==> config.mk <==
export PLATFORM = sky130hd
export DESIGN_NAME = gpio_stim_monitor
export DESIGN_NICKNAME = d
export VERILOG_FILES = /design/src/rtl/gsm_pkg.sv /design/src/rtl/gsm_vec_ram.sv /design/src/rtl/gpio_stim_monitor.sv
export SDC_FILE = /design/constraint.sdc
export NUM_CORES = 1
export LEC_CHECK = 0
export ABC_AREA = 1
export ABC_CLOCK_PERIOD_IN_PS = 5150
export BUFFER_PORTS_ARGS = -buffer_cell sky130_fd_sc_hd__buf_2
export CAP_MARGIN = 20
export CORE_MARGIN = 1.5
export CORE_UTILIZATION = 60
export CTS_BUF_LIST = sky130_fd_sc_hd__clkbuf_4
export CTS_CLUSTER_SIZE = 14
export DETAILED_ROUTE_END_ITERATION = 16
export PLACE_DENSITY = 0.81
export SYNTH_ARGS = -nofsm -noshare
export SYNTH_HDL_FRONTEND = slang
export SYNTH_SLANG_ARGS = --single-unit
==> constraint.sdc <==
create_clock -name clk -period 5.15 [get_ports clk]
set_input_delay 0.515 -clock clk [delete_from_list [all_inputs] [get_ports clk]]
set_output_delay 0.515 -clock clk [all_outputs]
set_load 0.1 [all_outputs]
==> src/rtl/gsm_pkg.sv <==
// gsm_pkg: shared types for the GPIO stimulus/monitor controller.
// The vector record widths are fixed here; the top-level GPIO_W/DWELL_W
// parameters default to these values and must stay equal to them.
package gsm_pkg;

    localparam int GSM_GPIO_W  = 8;
    localparam int GSM_DWELL_W = 16;

    typedef enum logic [2:0] {
        ST_IDLE,
        ST_RST_HOLD,
        ST_APPLY,
        ST_DWELL,
        ST_CHECK,
        ST_DONE
    } gsm_state_t;

    typedef struct packed {
        logic [GSM_GPIO_W-1:0]  stim;
        logic [GSM_GPIO_W-1:0]  exp;
        logic [GSM_GPIO_W-1:0]  mask;
        logic [GSM_DWELL_W-1:0] dwell;
    } gsm_vec_t;

    // Table index width: ceil(log2(depth)), never below one bit.
    function automatic int gsm_addr_w(input int depth);
        return (depth > 1) ? $clog2(depth) : 1;
    endfunction

endpackage

==> src/rtl/gsm_vec_ram.sv <==
// gsm_vec_ram: vector table, one synchronous write port and one
// asynchronous read port. A read at the address being written in the same
// cycle sees the old entry, since the write lands on the clock edge.
module gsm_vec_ram
    import gsm_pkg::*;
#(
    parameter int NUM_VEC = 16,
    parameter int AW      = 4
) (
    input  logic          clk,
    input  logic          wr_en_i,
    input  logic [AW-1:0] wr_addr_i,
    input  gsm_vec_t      wr_data_i,
    input  logic [AW-1:0] rd_addr_i,
    output gsm_vec_t      rd_data_o
);

    gsm_vec_t mem_q [NUM_VEC];

    // Table storage; contents survive reset on purpose so a rerun reuses them.
    always_ff @(posedge clk) begin
        if (wr_en_i) begin
            mem_q[wr_addr_i] <= wr_data_i;
        end
    end

    assign rd_data_o = mem_q[rd_addr_i];

endmodule

==> src/rtl/gpio_stim_monitor.sv <==
// gpio_stim_monitor: holds the CPU in reset, then plays a table of GPIO
// input vectors and checks the masked GPIO output after each one.
// Build option: define GSM_STOP_ON_FAIL_EN to end a run at the first
// mismatching vector instead of playing the whole table.
module gpio_stim_monitor
    import gsm_pkg::*;
#(
    parameter int  NUM_VEC    = 16,
    parameter int  GPIO_W     = GSM_GPIO_W,
    parameter int  DWELL_W    = GSM_DWELL_W,
    parameter int  RST_CYCLES = 4,
    parameter int  TIMEOUT    = 1024,
    parameter int  ERR_W      = 8,
    localparam int AW         = gsm_addr_w(NUM_VEC)
) (
    input  logic               clk,
    input  logic               reset,
    input  logic               start,
    input  logic [AW:0]        run_len,
    input  logic               vec_wr_en,
    input  logic [AW-1:0]      vec_wr_addr,
    input  logic [GPIO_W-1:0]  vec_wr_stim,
    input  logic [GPIO_W-1:0]  vec_wr_exp,
    input  logic [GPIO_W-1:0]  vec_wr_mask,
    input  logic [DWELL_W-1:0] vec_wr_dwell,
    output logic               dut_reset,
    output logic [GPIO_W-1:0]  gpio_in_drv,
    input  logic [GPIO_W-1:0]  gpio_out_obs,
    output logic               busy,
    output logic               done,
    output logic               pass,
    output logic [AW-1:0]      fail_idx,
    output logic [ERR_W-1:0]   err_count
);

    localparam int          LW        = AW + 1;
    localparam int          RCW       = $clog2(RST_CYCLES) + 1;
    localparam int          TCW       = $clog2(TIMEOUT) + 1;
    localparam logic [AW:0] NUM_VEC_L = LW'(NUM_VEC);
    localparam logic [RCW-1:0] RST_LOAD = RCW'(RST_CYCLES - 1);
    localparam logic [TCW-1:0] TMO_LOAD = TCW'(TIMEOUT - 1);

    gsm_state_t         state_q;
    logic [AW-1:0]      idx_q;
    logic [AW:0]        len_q;
    logic [RCW-1:0]     rst_cnt_q;
    logic [DWELL_W-1:0] dwell_cnt_q;
    logic [TCW-1:0]     tmo_cnt_q;
    logic               dut_reset_q;
    logic [GPIO_W-1:0]  gpio_in_q;
    logic               busy_q;
    logic               done_q;
    logic [AW-1:0]      fail_idx_q;
    logic [ERR_W-1:0]   err_count_q;

    gsm_vec_t           wr_vec_d;
    gsm_vec_t           rd_vec_d;
    logic [AW:0]        len_clamp_d;
    logic               vec_match_d;
    logic               last_vec_d;
    logic               stop_on_miss_d;

`ifdef GSM_STOP_ON_FAIL_EN
    assign stop_on_miss_d = 1'b1;
`else
    assign stop_on_miss_d = 1'b0;
`endif

    // Pack the write-port fields into one table record.
    always_comb begin
        wr_vec_d       = '0;
        wr_vec_d.stim  = vec_wr_stim;
        wr_vec_d.exp   = vec_wr_exp;
        wr_vec_d.mask  = vec_wr_mask;
        wr_vec_d.dwell = vec_wr_dwell;
    end

    gsm_vec_ram #(
        .NUM_VEC (NUM_VEC),
        .AW      (AW)
    ) u_vec_ram (
        .clk       (clk),
        .wr_en_i   (vec_wr_en && !busy_q),
        .wr_addr_i (vec_wr_addr),
        .wr_data_i (wr_vec_d),
        .rd_addr_i (idx_q),
        .rd_data_o (rd_vec_d)
    );

    assign len_clamp_d = (run_len > NUM_VEC_L) ? NUM_VEC_L : run_len;
    assign vec_match_d = ((gpio_out_obs ^ rd_vec_d.exp) & rd_vec_d.mask) == '0;
    assign last_vec_d  = ({1'b0, idx_q} + 1'b1) == len_q;

    // Run sequencer: reset hold, then apply/dwell/check per vector.
    always_ff @(posedge clk) begin
        if (!reset) begin
            state_q     <= ST_IDLE;
            idx_q       <= '0;
            len_q       <= '0;
            rst_cnt_q   <= '0;
            dwell_cnt_q <= '0;
            tmo_cnt_q   <= '0;
            dut_reset_q <= 1'b0;
            gpio_in_q   <= '0;
            busy_q      <= 1'b0;
            done_q      <= 1'b0;
            fail_idx_q  <= '0;
            err_count_q <= '0;
        end else begin
            case (state_q)
                ST_IDLE, ST_DONE: begin
                    if (start) begin
                        idx_q       <= '0;
                        len_q       <= len_clamp_d;
                        err_count_q <= '0;
                        fail_idx_q  <= '0;
                        if (len_clamp_d == '0) begin
                            // Empty run: nothing to play, report pass at once.
                            state_q <= ST_DONE;
                            done_q  <= 1'b1;
                            busy_q  <= 1'b0;
                        end else begin
                            state_q     <= ST_RST_HOLD;
                            done_q      <= 1'b0;
                            busy_q      <= 1'b1;
                            dut_reset_q <= 1'b0;
                            rst_cnt_q   <= RST_LOAD;
                        end
                    end
                end
                ST_RST_HOLD: begin
                    if (rst_cnt_q == '0) begin
                        dut_reset_q <= 1'b1;
                        state_q     <= ST_APPLY;
                    end else begin
                        rst_cnt_q <= rst_cnt_q - 1'b1;
                    end
                end
                ST_APPLY: begin
                    gpio_in_q   <= rd_vec_d.stim;
                    // A zero dwell still waits one cycle.
                    dwell_cnt_q <= (rd_vec_d.dwell == '0) ? '0 : rd_vec_d.dwell - 1'b1;
                    state_q     <= ST_DWELL;
                end
                ST_DWELL: begin
                    if (dwell_cnt_q == '0) begin
                        tmo_cnt_q <= TMO_LOAD;
                        state_q   <= ST_CHECK;
                    end else begin
                        dwell_cnt_q <= dwell_cnt_q - 1'b1;
                    end
                end
                ST_CHECK: begin
                    if (vec_match_d || tmo_cnt_q == '0) begin
                        if (!vec_match_d) begin
                            if (err_count_q == '0) begin
                                fail_idx_q <= idx_q;
                            end
                            if (err_count_q != '1) begin
                                err_count_q <= err_count_q + 1'b1;
                            end
                        end
                        if (last_vec_d || (!vec_match_d && stop_on_miss_d)) begin
                            state_q <= ST_DONE;
                            busy_q  <= 1'b0;
                            done_q  <= 1'b1;
                        end else begin
                            idx_q   <= idx_q + 1'b1;
                            state_q <= ST_APPLY;
                        end
                    end else begin
                        tmo_cnt_q <= tmo_cnt_q - 1'b1;
                    end
                end
                default: begin
                    state_q <= ST_IDLE;
                end
            endcase
        end
    end

    assign dut_reset   = dut_reset_q;
    assign gpio_in_drv = gpio_in_q;
    assign busy        = busy_q;
    assign done        = done_q;
    assign pass        = done_q && (err_count_q == '0);
    assign fail_idx    = fail_idx_q;
    assign err_count   = err_count_q;

endmodule

==> impl_metrics.yaml <==
global_route:
  grt_max_degree: 218
  grt_pass1_wl_um: 115000
  grt_use_total_pct: 30.0
  grt_antenna_before_repair: 4
  grt_pass1_vias: 21400
  grt_overflow_total: 0
die:
  die_w_um: 227
  coreArea_um2: 49200
  num_rows: 81
  die_area_um2: 51300
  start_util_pct: 61.0
  io_pins: 85
  die_h_um: 227
placed_design:
  gp_congestion: 0.875
  port-buffer-count: 84
  post-dp-hpwl_um: 39300
clock_network:
  clk_latency_ns: 1.03
  cts_root_buffer: "clkbuf_4"
  cts_setup_buffers: 0
  cts_tree: "yes"
  clock_path_buffers: 3
  cts.sinks: 709
  cts_max_level: 4
  numCtsBuffers: 173
  cts-hold-fix-buffers: 52
  cts_resized: 0
  clk_pin_slew_ns: 0.07
sta:
  hold_viol: 0
  fin_crit_sh_pct: 76.5
  fin_crit_ns: 3.94
  maxSlewViolCount: 0
  slew_headroom_pct: 24.2
  setup_viol: 0
  rsz0062_at_grt: "false"
  whs_ns: 0.297
  fmax_mhz: 254
  fin_skew_ns: 0.0656
  worstMarginPinSlew_ns: 1.13
  totalNegativeSetupSlack_ns: 0
synth:
  synth_seq_cells: 709
  synth-compound-area-share_pct: 8.53
  yosys_warnings: 0
  syn_inst: 2731
  synth_area_um2: 30000
  synth_common_cells: "640 x edfxtp_1, 505 x nand2_1, 413 x nor2_1"
  ys_types: 44
  syn_avg_cell_area_um2: 11.0
  synth_edf_count: 640
  synth_top_family_by_area: "simple AND/OR/NAND/NOR gates"
  synth_xor_area_share_pct: 0.526
  ys_seq_area_share_pct: 68.7
  synthAdderAreaFrac_pct: 0.334
  synth-simple-area-share_pct: 16.7
  synth_area_leader_cell: "edfxtp_1"
  syn-num-nets: 2800
  synthMuxAreaShare_pct: 0
  synth-async-reset-ratio_pct: 0
  synth_area_leaders: "edfxtp_1 64%, nand2_1 6.3%, nor2_1 5.2%, dfxtp_1 4.6%, nand3_1 3.9%"
  ys.flop_type: "edfxtp_1"
  synth.top_cell.area_share_pct: 64.1
  yosysMostFrequentCell: "edfxtp_1"
worst_setup_path:
  path_max_fanout: 217
  crit_path_end_kind: "flip-flop"
  worst_setup_path_start_kind: "flip-flop"
  critPathKind: "flip-flop to flip-flop"
  cp_data_required_time_ns: 6.05
  cp.arrival_ns: 4.84
layout:
  drive_above_1_share_pct: 14.7
  area_growth_pct: 12.7
  fill_cells: 3424
  nets: 3011
status:
  status: "complete, no violations"
power:
  cellPowerDensity_nw_per_um2: 446
  p_leak_nw: 12.6
  ir_drop_mv: 0.322
detailed_routing:
  vias: 21900
  drc: 0
  first_pass_iters: 6
  routed_wl_um: 75000
  post_drt_wl_per_cell_um: 20.0
  ant_nets: 0
  dr.first_iter.drc_count: 2984
  avgViaCountPerCell: 5.83
worst_hold_path:
  min_path_type: "primary input to flip-flop"
  hold_path_startpoint: "vec_wr_addr[1]"
run:
  maxCapViolCount: 0
## area by class of cell
type | count | area (um^2) | area share, %
clock buffer | 260 | 1950 | 5.78
timing repair buffer | 180 | 1380 | 4.07
multi-input combinational | 1689 | 7940 | 23.5
inverter | 189 | 719 | 2.13
tap | 664 | 831 | 2.46
antenna | 6 | 15.0 | 0.0444
sequential | 709 | 20600 | 61.0
clock inverter | 59 | 334 | 0.989
## state kept, by name (all words and copies together), names as in the netlist, 3 cells and up, named ones only
register	flops
len_q	5
fail_idx	4
err_count	8
idx_q	4
dwell_cnt_q	16
gpio_in_drv	8
state_q	3
rst_cnt_q	3
tmo_cnt_q	11
u_vec_ram.mem_q	640
## cell families (layout without fill, tap and decap cells)
family | Yosys count | in the layout
buf+inv | 333 | 688
fa+ha+maj | 8 | 8
other cells | 0 | 6
compound gates | 455 | 455
xor+xnor | 18 | 18
flops | 709 | 709
simple gates | 1208 | 1208
## path summary, 6_finish.rpt
check,end,slack [ns],cells past startpoint
min,u_vec_ram.mem_q[6][39],0.30,3
max reg2reg,tmo_cnt_q[2],1.21,17
min reg2reg,fail_idx[3],0.49,2
max,tmo_cnt_q[2],1.21,17
## critical path, cell delays in order (launching register included)
cell     delay [ns]
dfxtp_4        0.62
buf_12         0.54
nand2_1        0.12
nand3_1        0.13
nand2_1        0.07
nand2_1        0.06
nand2_1        0.06
inv_1          0.09
nand3_1        0.14
nand2_1        0.15
nor2_1         0.06
nand3_1        0.14
nand3_2        0.37
nand2_1        0.24
nand2_1        0.28
inv_2          0.24
nand2_1        0.07
a21oi_1        0.12
## where the power goes
group	internal [mW]	switching (mW)	leakage, nW
clock	2.47	2.26	1.35
sequential	6.54	0.212	6.34
combinational	1.04	2.56	4.95
## per-layer routing
layer / wire, um / GRT usage, % / share of wire, %
met5: 12 / 0 / 0.016
met1: 28700 / 39.8 / 38
met2: 36100 / 47.4 / 48
met3: 8110 / 6.95 / 11
met4: 2090 / 13.4 / 2.8
## metrics by stage
stage / setup WS, ns / util, % / std cells / area [um^2] / power, mW
after CTS: 1.35 / 68.6 / 3747 / 33700 / 15.1
final: 1.21 / 68.7 / 3756 / 33800 / 15.1
after floorplan: 1.88 / - / 2731 / 30000 / 9.61
after global placement: 1.49 / 62.9 / 3376 / 30900 / 10.2
after detailed placement: 1.38 / 62.9 / 3376 / 30900 / 10.3
after global routing: 0.904 / 68.7 / 3754 / 33800 / 15.9
## cell usage in the layout, fill, tap and decap left out, drive strengths merged, types with 5 or more instances in the layout
cell type      n
or2            9
diode          6
nor3          10
o21ai        270
buf          128
nand2        509
xnor2          9
nand3b         5
clkbuf       260
edfxtp       640
inv          194
o211ai        71
dlygate4sd3   52
xor2           9
ha             8
nand4         18
nor2         419
o22ai         42
nand3        235
dfxtp         69
clkinv        48
a21oi         57
Power figures use the tool's default switching activity.
